[src/rtl/seq_divider.sv]
// Multi-cycle unsigned restoring divider: one trial subtraction per clock,
// start/done handshake, quotient/remainder plus dbz and Z flags.
module seq_divider #(
  parameter int WIDTH = 24
) (
  input  logic             clk,
  input  logic             rst,
  input  logic             start,
  input  logic [WIDTH-1:0] dividend,
  input  logic [WIDTH-1:0] divisor,
  output logic [WIDTH-1:0] quotient,
  output logic [WIDTH-1:0] remainder,
  output logic             busy,
  output logic             done,
  output logic             dbz,
  output logic             Z
);

  localparam int CW = $clog2(WIDTH + 1);

  typedef enum logic [1:0] {
    S_IDLE = 2'd0,
    S_BUSY = 2'd1,
    S_DONE = 2'd2
  } state_t;

  state_t           r_state;
  state_t           w_state_next;
  logic [WIDTH-1:0] r_rem;
  logic [WIDTH-1:0] r_quo;
  logic [WIDTH-1:0] r_div;
  logic [CW-1:0]    r_count;
  logic             r_dbz;
  logic             r_z;

  logic             w_accept;
  logic             w_last;
  logic [WIDTH:0]   w_trial;
  logic             w_ge;
  logic [WIDTH-1:0] w_sub;
  logic [WIDTH-1:0] w_quo_shift;

  assign w_accept = start && (r_state != S_BUSY);
  assign w_last   = (r_count == CW'(1));

  // The shifted partial remainder can reach 2*divisor-1, so the trial
  // compare is WIDTH+1 bits; the difference itself always fits in WIDTH.
  assign w_trial     = {r_rem, r_quo[WIDTH-1]};
  assign w_ge        = (w_trial >= {1'b0, r_div});
  assign w_sub       = w_trial[WIDTH-1:0] - r_div;
  assign w_quo_shift = {r_quo[WIDTH-2:0], w_ge};

  always_comb begin
    w_state_next = r_state;
    case (r_state)
      S_IDLE, S_DONE: begin
        if (w_accept) begin
          w_state_next = (divisor == '0) ? S_DONE : S_BUSY;
        end else begin
          w_state_next = S_IDLE;
        end
      end
      S_BUSY: begin
        if (w_last) w_state_next = S_DONE;
      end
      default: w_state_next = S_IDLE;
    endcase
  end

  always_ff @(posedge clk) begin
    if (rst) begin
      r_state <= S_IDLE;
    end else begin
      r_state <= w_state_next;
    end
  end

  always_ff @(posedge clk) begin
    if (rst) begin
      r_rem   <= '0;
      r_quo   <= '0;
      r_div   <= '0;
      r_count <= '0;
      r_dbz   <= 1'b0;
      r_z     <= 1'b0;
    end else if (w_accept) begin
      if (divisor == '0) begin
        r_quo   <= '1;
        r_rem   <= dividend;
        r_div   <= '0;
        r_count <= '0;
        r_dbz   <= 1'b1;
        r_z     <= 1'b0;
      end else begin
        // r_quo starts as the dividend and fills with quotient bits from the right
        r_quo   <= dividend;
        r_rem   <= '0;
        r_div   <= divisor;
        r_count <= CW'(WIDTH);
      end
    end else if (r_state == S_BUSY) begin
      r_rem   <= w_ge ? w_sub : w_trial[WIDTH-1:0];
      r_quo   <= w_quo_shift;
      r_count <= r_count - CW'(1);
      if (w_last) begin
        r_dbz <= 1'b0;
        r_z   <= (w_quo_shift == '0);
      end
    end
  end

  assign quotient  = r_quo;
  assign remainder = r_rem;
  assign busy      = (r_state == S_BUSY);
  assign done      = (r_state == S_DONE);
  assign dbz       = r_dbz;
  assign Z         = r_z;

endmodule

[config.mk]
export PLATFORM = sky130hd
export DESIGN_NAME = seq_divider
export DESIGN_NICKNAME = d
export VERILOG_FILES = /design/src/rtl/seq_divider.sv
export SDC_FILE = /design/constraint.sdc
export NUM_CORES = 1
export LEC_CHECK = 0
export CAP_MARGIN = 25
export CORE_ASPECT_RATIO = 1.1
export CORE_MARGIN = 2
export CORE_UTILIZATION = 52
export CTS_CLUSTER_DIAMETER = 200
export CTS_CLUSTER_SIZE = 25
export DETAILED_ROUTE_END_ITERATION = 8
export GPL_TIMING_DRIVEN = 0
export PLACE_DENSITY = 0.89
export SLEW_MARGIN = 30
export SYNTH_ARGS = -nofsm -noshare
export SYNTH_HDL_FRONTEND = slang
export SYNTH_SLANG_ARGS = --single-unit
[constraint.sdc]
create_clock -name clk -period 3.12 [get_ports clk]
set_clock_uncertainty 0.1 [all_clocks]
set_input_delay 0.624 -clock clk [delete_from_list [all_inputs] [get_ports clk]]
set_output_delay 0.624 -clock clk [all_outputs]
set_load 0.005 [all_outputs]
== Yosys cells after proc, flatten, opt, wreduce, memory -nomap -nowiden ==
Index checks and enable logic that the tools add are counted.

* Bits in registers: 81
* Latch bits: 0
* Bits in writable memories: 0
* ROM bits: 0
* Bits of input ports: 51
* Output and inout port bits: 52
* Word-level logic and storage cells: 47
* Memories: 0

* Add/sub/neg operators: 2
* $mul: 0
* Div/mod/pow operators: 0
* Order comparisons: 1
* Equality and inequality tests: 6
* Shift operators: 0
* Multiplexer cells: 23
* Bitwise gates (word level): 0
* Reduce and logical (&&, ||, !) cells: 8

{| class="wikitable"
|+ Operators with widths
! cell !! count
|-
| 24-bit two-way mux || 8
|-
| 24-bit logical NOT || 2
|-
| 25-bit by 24-bit >= comparator with 1-bit output || 1
|-
| 24-bit subtractor || 1
|-
| 5-bit two-way mux || 3
|-
| 1-bit two-way mux || 8
|-
| 2-bit two-way mux || 3
|-
| 2-bit by 1-bit != test with 1-bit output (second input constant) || 3
|-
| 5-bit by 1-bit equality test with 1-bit output (second input constant) || 1
|-
| 5-bit by 1-bit subtractor with 5-bit output (second input constant) || 1
|-
| 2-bit case mux with 2 select lines || 1
|-
| 2-bit nonzero test || 2
|-
| 3-bit AND reduction || 1
|-
| 2-bit by 1-bit equality test with 1-bit output (second input constant) || 1
|-
| 2-bit equality test (second input constant) || 1
|-
| 2-bit logical NOT || 1
|-
| 2-bit OR reduction || 1
|-
| 1-bit logical AND || 1
|}

== Logic depth before layout (Yosys ltp) ==
Gate-level depths: netlist of run 1.

* Depth after elaboration: 5
* Gate-level depth with buffers: 13

== Worst setup path before layout of run 1 ==
No wires, ideal clock.

* Kind: reg2reg
* From: register r_div[18]
* To: register r_rem[10], in the netlist remainder[10]
* Data arrival time: 2.573 ns
* Setup slack: 0.315 ns
* Cell stages (with the launch flop): 13
* Buffers on the path: 2
* Cells stage by stage: dfxtp_1 > inv_1 > ha_1 > buf_2 > nand2_1 > or4_4 > nor4_2 > nor4_1 > o211ai_2 > buf_8 > mux2_2 > a221oi_1 > nor3_1

* Word-level cells in the longest chain between the ends: 4

{| class="wikitable"
|+ Ends and longest elaborated chain
! item !! RTL line !! RTL
|-
| from (decl) || 31 || <nowiki>logic [WIDTH-1:0] r_div;</nowiki>
|-
| from (signal assigned) || 98 || <nowiki>r_div <= divisor;</nowiki>
|-
| 25-bit by 24-bit >= comparator with 1-bit output || 49 || <nowiki>assign w_ge = (w_trial >= {1'b0, r_div});</nowiki>
|-
| 24-bit two-way mux || 102 || <nowiki>r_rem <= w_ge ? w_sub : w_trial[WIDTH-1:0];</nowiki>
|-
| 24-bit two-way mux || 101 || <nowiki>end else if (r_state == S_BUSY) begin</nowiki>
|-
| 24-bit two-way mux || 86 || <nowiki>end else if (w_accept) begin</nowiki>
|-
| to (signal assigned) || 89 || <nowiki>r_rem <= dividend;</nowiki>
|-
| to (signal assigned) || 102 ||
|-
| to (decl) || 29 || <nowiki>logic [WIDTH-1:0] r_rem;</nowiki>
|}

No other way between the ends. The select of a mux whose other input is x is not followed.
A chain may end at the register's enable or synchronous reset.

== Worst setup path after layout of run 1 ==
* From: register r_div[1]
* To: register r_z, in the netlist Z

* Word-level cells in the longest chain between the ends: 5

{| class="wikitable"
|+ Ends and longest elaborated chain
! item !! RTL line !! RTL
|-
| 25-bit by 24-bit >= comparator with 1-bit output || 49 ||
|-
| 24-bit logical NOT || 107 || <nowiki>r_z <= (w_quo_shift == '0);</nowiki>
|-
| 1-bit two-way mux || 105 || <nowiki>if (w_last) begin</nowiki>
|-
| 1-bit two-way mux || 101 ||
|-
| 1-bit two-way mux || 86 ||
|-
| to (signal assigned) || 107 ||
|-
| to (decl) || 34 || <nowiki>logic r_z;</nowiki>
|}

No other way between the ends. The select of a mux whose other input is x is not followed.

==> summary.md, run 1 <==
| Metric | Value |
|---|---|
| Outcome | finished, final reports clean |
| TritonCTS Buffers | 9 |
| Antenna Cells | 0 |
| Detailed-router iteration count before antenna repair | 5 |
| M2 GR Usage | 57.2% |
| Max-cap violations | 0 |
| Port-buffer cells | 101 |
| Post-Synthesis Cells | 623 |
| Row count | 37 |
| Slew Limit Fails | 0 |
| Post-route DRC | 0 |
| Post-synth top area cell | dfxtp_1 |
| Die X | 96.9 um |
| Fmax | 0.330 GHz |
| Vias in the first global route | 5285 |
| Non-Filler Instances | 864 |
| Critical path type | register to register |
| Number of synthesized flops with an enable pin | 0 |
| DR vias | between 5000 and 6000 |
| Die Y | 106 um |
| Reg area | between 1500 and 2000 um^2 |
| Hpwl dp | 13100 um |
| CTS tree | done |
| Combinational share of power | 53.8% |
| Leak | 2.52 nW |
| Longest Clk Path Bufs | 2 |
| Ys flop type | dfxtp_1 |
| Placed instance count | 841 |
| All-layer global routing usage | 32.8% |
| Worst slew pin tran | 0.775 ns |
| # fillers | ~740 |
| Die ar. | 10300 um^2 |
| Sequential share of the synthesized area | about a third |
| Worst-path clk slew | around 0.10 ns |
| Synthesized flop and latch total | 81 |
| Area grow syn2layout | 32.2% |
| Synth top area cells | dfxtp_1 (33%), ha_1 (6.6%), nand2_1 (5.1%) |
| ANT nets after route | 0 |
| Met3 Track Usage GR | 4.40% |
| First-pass GRT wire length | between 20000 and 30000 um |
| Synth cell types | 64 |
| Area occupied by multi-input gates | 3080 um^2 |
| Worst skew pair latency | around 0.37 ns |
| Rel. slew slack | 48.1% |
| Average vias per placed instance | approximately 6.3 |
| Hold/Removal Path Class | register to register |
| Post-Syn Area | 4930 um^2 |
| Syn_nets | 701 |
| CP max FO | 8 |
| Int Power | 2.90 mW |
| Kind of end point of the critical path | register |
| Critical Path AT | around 3.2 ns |
| Final min period | 3.03 ns |
| Endpoints failing hold | 0 |
| Maximum vdd drop | between 0.3 and 0.4 mV |
| Reg power frac | 26.9% |
| Ports | about 100 |
| GRT overflow | 0 |
| GP Congestion | 0.945 |
| Startpoint Class | register |
| Clk pwr share | 19.3% |
| Commonest cells in the synthesized netlist | dfxtp_1 (81), nand2_1 (67), nor2_1 (61) |
| YS warnings | 0 |
| Initial antenna violation count | 0 |
| Final Setup Violations | 0 |
| Clk root buf | clkbuf_8 |
| Busiest grt layer | met2 |
| Switching share of total power | roughly two fifths |
| Final nets | 820 |
| Switching power | 1.94 mW |
| Yosys top cell area share | 32.9% |
| Most numerous cell in the Yosys netlist | dfxtp_1 |
| Met1 GRT Util | 40.7% |
| Crit path required time | around 3.3 ns |
| DR WL/cell | 20.1 um |
| Core area | 9310 um^2 |
| Share of post-route cells with drive strength above 1 | 9.50% |
| Avg Cell Area, Syn | 7.92 um^2 |
| Final setup TNS | 0 ns |
| H-tree levels | 3 |
| Synth async-reset ratio | 0% |
| Cell Pwr Density | 743 nW/um^2 |
| Core Util, Final | between 70 and 80% |
| DRT iter0 DRCs | 452 |
| WL final | between 15000 and 20000 um |
| Initial core utilization | 53.0% |
| Largest net degree at the start of global routing | 16 |
| Clk sinks | 81 |
| Final period util | 97.1% |
-- sequential cells by signal, indices dropped and copies added (netlist names) --
| signal | count |
|---|---|
| Z | 1 |
| quotient | 24 |
| remainder | 24 |
| r_state | 2 |
| dbz | 1 |
| r_count | 5 |
| r_div | 24 |
-- cells in the final DEF (no fill, tap or decap), drive strengths merged, types with 25 or more instances in the layout --
cell type | netlist | routed
a21oi | 51 | 51
nand2 | 67 | 67
dfxtp | 81 | 81
inv | 35 | 37
o21ai | 25 | 25
clkbuf | 29 | 39
clkdlybuf4s50 | 0 | 101
nor2 | 62 | 62
ha | 26 | 26
nor3 | 26 | 26
-- routing by layer --
| layer | vias up | wire [um] |
|---|---|---|
| met3 | 55 | 1370 |
| met1 | 2561 | 7060 |
| met5 | - | 0 |
| met2 | 322 | 8330 |
| li1 | 2528 | - |
| met4 | 0 | 629 |
-- critical path: stages (launching register included) --
cell and delay, ns:
dfxtp_2 0.38, inv_1 0.05, ha_1 0.28, nor2b_1 0.16, o31a_1 0.29, o31a_1 0.31, o21ai_2 0.20, o211ai_2 0.18
buf_8 0.19, buf_4 0.14, or4_1 0.51, a21oi_1 0.16
-- cells by family (layout without fill, tap and decap cells) --
family / count (synthesis) / after routing / synth area share [%]
adder cells (fa/ha/maj): 27 / 27 / 7.00
XOR/XNOR: 21 / 21 / 3.73
AO/OA/AOI/OAI: 185 / 185 / 26.0
AND/OR/NAND/NOR: 219 / 219 / 20.7
multiplexers: 14 / 14 / 3.04
flip-flops: 81 / 81 / 32.9
buffers and inverters: 76 / 200 / 6.70
-- per-stage QoR --
stage,setup slack [ns],hold slack [ns],instance area [um^2],power (mW)
final,0.0912,0.364,6520,4.84
after global routing,-0.00718,0.382,6520,5.10
after CTS,-0.0340,0.364,6380,4.60
after detailed placement,-0.614,0.351,6090,3.60
after global placement,-0.556,0.345,6090,3.56
after floorplan,0.315,0.336,4930,2.89
-- power by group through the flow --
| stage | combinational, mW | clock (mW) | sequential [mW] |
|---|---|---|---|
| global placement | 2.25 | 0 | 1.31 |
| CTS | 2.38 | 0.928 | 1.29 |
| finish | 2.61 | 0.936 | 1.30 |
| global route | 2.81 | 0.975 | 1.31 |
| floorplan | 1.61 | 0 | 1.28 |
| detailed placement | 2.29 | 0 | 1.31 |
-- area by class of cell --
cell class / count / area share (%)
Multi-Input combinational cell: 466 / 47.3
Sequential cell: 81 / 24.9
Timing Repair Buffer: 109 / 16.8
Buffer: 39 / 3.07
Tap cell: 117 / 2.25
Clock buffer: 10 / 2.11
Inverter: 36 / 2.07
Clock inverter: 6 / 1.50
-- path summary, 6_finish.rpt --
path | cells after the start | slack, ns | endpoint | start
hold / removal | 2 | 0.36 | r_div[15] | r_div[15]
setup reg to reg | 11 | 0.09 | Z | r_div[1]
hold reg to reg | 2 | 0.36 | r_div[15] | r_div[15]
setup / recovery | 11 | 0.09 | Z | r_div[1]
-- timing repair --
item	in CTS	in global routing
setup buffers	2	6
endpoints found under the hold margin	0	0
pin swaps	0	5
setup endpoints to repair	18	52
hold buffers	0	0
resized for setup	9	19
Note: power is estimated with default switching activity, not from simulation.
==> run 2: changes to the inputs <==
- CORE_ASPECT_RATIO: 1.1 -> 1.25
==> run 2 against run 1 <==
Clock-buffer cell count down 1. Total power is 0.31% lower. Sequential share of layout area down 0.13 points. Cell area rose by 0.67%.
==> summary.md, run 2 (synthesis results as in run 1) <==
| Metric | Value |
|---|---|
| Endpoints failing hold | 0 |
| Final Setup Violations | 0 |
| Startpoint Class | register |
| Hold WS | 0.361 ns |
| Final period util | 96.6% |
| Leak | 2.52 nW |
| Average vias per placed instance | 6.30 |
| Die Y | ~110 um |
| Die X | 91.1 um |
| CP Depth | 5 |
| DR WL/cell | between 20 and 25 um |
| CP max stage cell | clkdlybuf4s50_1 |
| Max incr delay on CP | roughly 0.6 ns |
| Hpwl dp | about 13000 um |
| R2R Path End | remainder[12] |
| Critical R2R Launch | remainder[7] |
| Family with the most delay on the worst path | buffers and inverters |
| Final min period | 3.02 ns |
| Worst slew pin tran | 0.747 ns |
| Cell Pwr Density | 736 nW/um^2 |
| Initial antenna violation count | 0 |
| Longest Clk Path Bufs | 2 |
| Core Util, Final | 71.5% |
| Slew Limit Fails | 0 |
| Switching power | 1.91 mW |
| Most frequent cells in the layout | clkdlybuf4s50_1 (101), dfxtp_1 (76), nand2_1 (66) |
| Combinational share of power | 51.8% |
| R2R setup slack | 0.13 ns |
| Post-route DRC | 0 |
| Hold/Removal Path Class | register to register |
| Switching share of total power | 39.6% |
| Core area | 9170 um^2 |
| Critical Path AT | 2.29 ns |
| Critical Path End | busy |
| Worst-path clk slew | 0.07 ns |
| CTS tree | done |
| CP max FO | 10 |
| Int Power | 2.92 mW |
| Crit path top cell by count | clkbuf_1 |
| First-pass GRT wire length | 27100 um |
| Commonest non-fill, non-tap cell in the layout | clkdlybuf4s50_1 |
| R2R depth | 12 |
| Clk sinks | 81 |
| All-layer global routing usage | 33.2% |
| Area grow syn2layout | 33.1% |
| Hold buffers post-CTS | 0 |
| Die ar. | 10300 um^2 |
| Rel. slew slack | 50.0% |
| Ports | 103 |
| Critical path type | register to primary output |
| Worst skew pair latency | 0.35 ns |
| H-tree levels | 3 |
| Largest net degree at the start of global routing | 16 |
| Critical Path Start | r_state[1] |
| Crit path required time | around 2.4 ns |
| Kind of end point of the critical path | primary output |
| Cells along the critical path | nand2b_1 -> clkbuf_1 -> inv_2 -> clkbuf_1 -> clkdlybuf4s50_1 |
| ANT nets after route | 0 |
| DRT iter0 DRCs | between 400 and 500 |
| Vias in the first global route | around 5300 |
| Detailed-router iteration count before antenna repair | 6 |
| Row count | 39 |
| Final nets | 820 |
| Initial core utilization | 53.8% |
| Clk root buf | clkbuf_16 |
| Maximum vdd drop | 0.416 mV |
| Outcome | finished, final reports clean |
| Fmax | 0.332 GHz |
| DR vias | about 5500 |
| Antenna Cells | 0 |
| Port-buffer cells | between 100 and 150 |
| Worst Path Buf+Inv | 4 |
| GRT overflow | 0 |
| Reg power frac | a little over a quarter |
| Share of post-route cells with drive strength above 1 | 9.50% |
| Max-cap violations | 0 |
| Clk pwr share | between 20% and 30% |
| GP Congestion | 0.951 |
| TritonCTS Buffers | 9 |
| WL final | roughly 17000 um |
run 2: worst register-to-register path, delay by kind of cell, from the launching register on:
kind                     cells  cell delay (ns)
AO/OA/AOI/OAI                6             1.15
flip-flops                   1             0.46
adder cells (fa/ha/maj)      1             0.35
buffers and inverters        3             0.48
AND/OR/NAND/NOR              2             0.37
run 2: repair_timing:
item | CTS | global route
buffers inserted | 2 | 6
gates resized for setup | 7 | 25
pin swaps | 1 | 6
gates cloned | 0 | 0
setup endpoints to repair | 26 | 20
run 2: worst min path at each step:
stage                   start  slack [ns]   endpoint  cells past startpoint
finish               r_div[9]        0.36   r_div[9]                      2
global route        r_div[15]        0.39  r_div[15]                      2
CTS                  r_div[9]        0.37   r_div[9]                      2
detailed placement   r_div[9]        0.35   r_div[9]                      2
global placement     r_div[9]        0.34   r_div[9]                      2
floorplan           r_div[15]        0.34  r_div[15]                      2
run 2: metrics by stage:
stage	setup TNS (ns)	setup slack, ns	cell area [um^2]	power, mW	std cells
after floorplan	0	0.315	4930	2.89	623
after global placement	-20.97	-0.643	6100	3.56	847
after detailed placement	-22.69	-0.703	6100	3.59	847
after CTS	0	0.00258	6410	4.63	865
after global routing	-0.00110	-0.00110	6560	5.08	870
final	0	0.105	6560	4.83	870
run 2: layer usage:
layer,GRT usage (%),vias to the layer above,wire (um)
met5,0,-,0
met4,15.4,0,562
met1,40.2,2533,6840
met3,6.79,55,1540
met2,56.6,351,8510
li1,-,2545,-
run 2: final cells by class:
| type | instances | area, um^2 |
|---|---|---|
| plain buffers | 39 | 210 |
| fillers | 786 | 2610 |
| clock buffers | 9 | 225 |
| well taps | 123 | 154 |
| inverters | 36 | 135 |
| clock inverters | 7 | 51.3 |
| flip-flops and latches | 81 | 1630 |
| repair buffers | 109 | 1070 |
| multi-input cells | 466 | 3090 |
run 2: power groups by stage:
stage          Combinational (mW)  Clock [mW]  Sequential (mW)
6_report                     2.50        1.02             1.31
2_1_floorplan                1.61           0             1.28
5_1_grt                      2.69        1.07             1.32
4_1_cts                      2.32        1.02             1.29
3_5_place_dp                 2.28           0             1.31
3_3_place_gp                 2.25           0             1.31
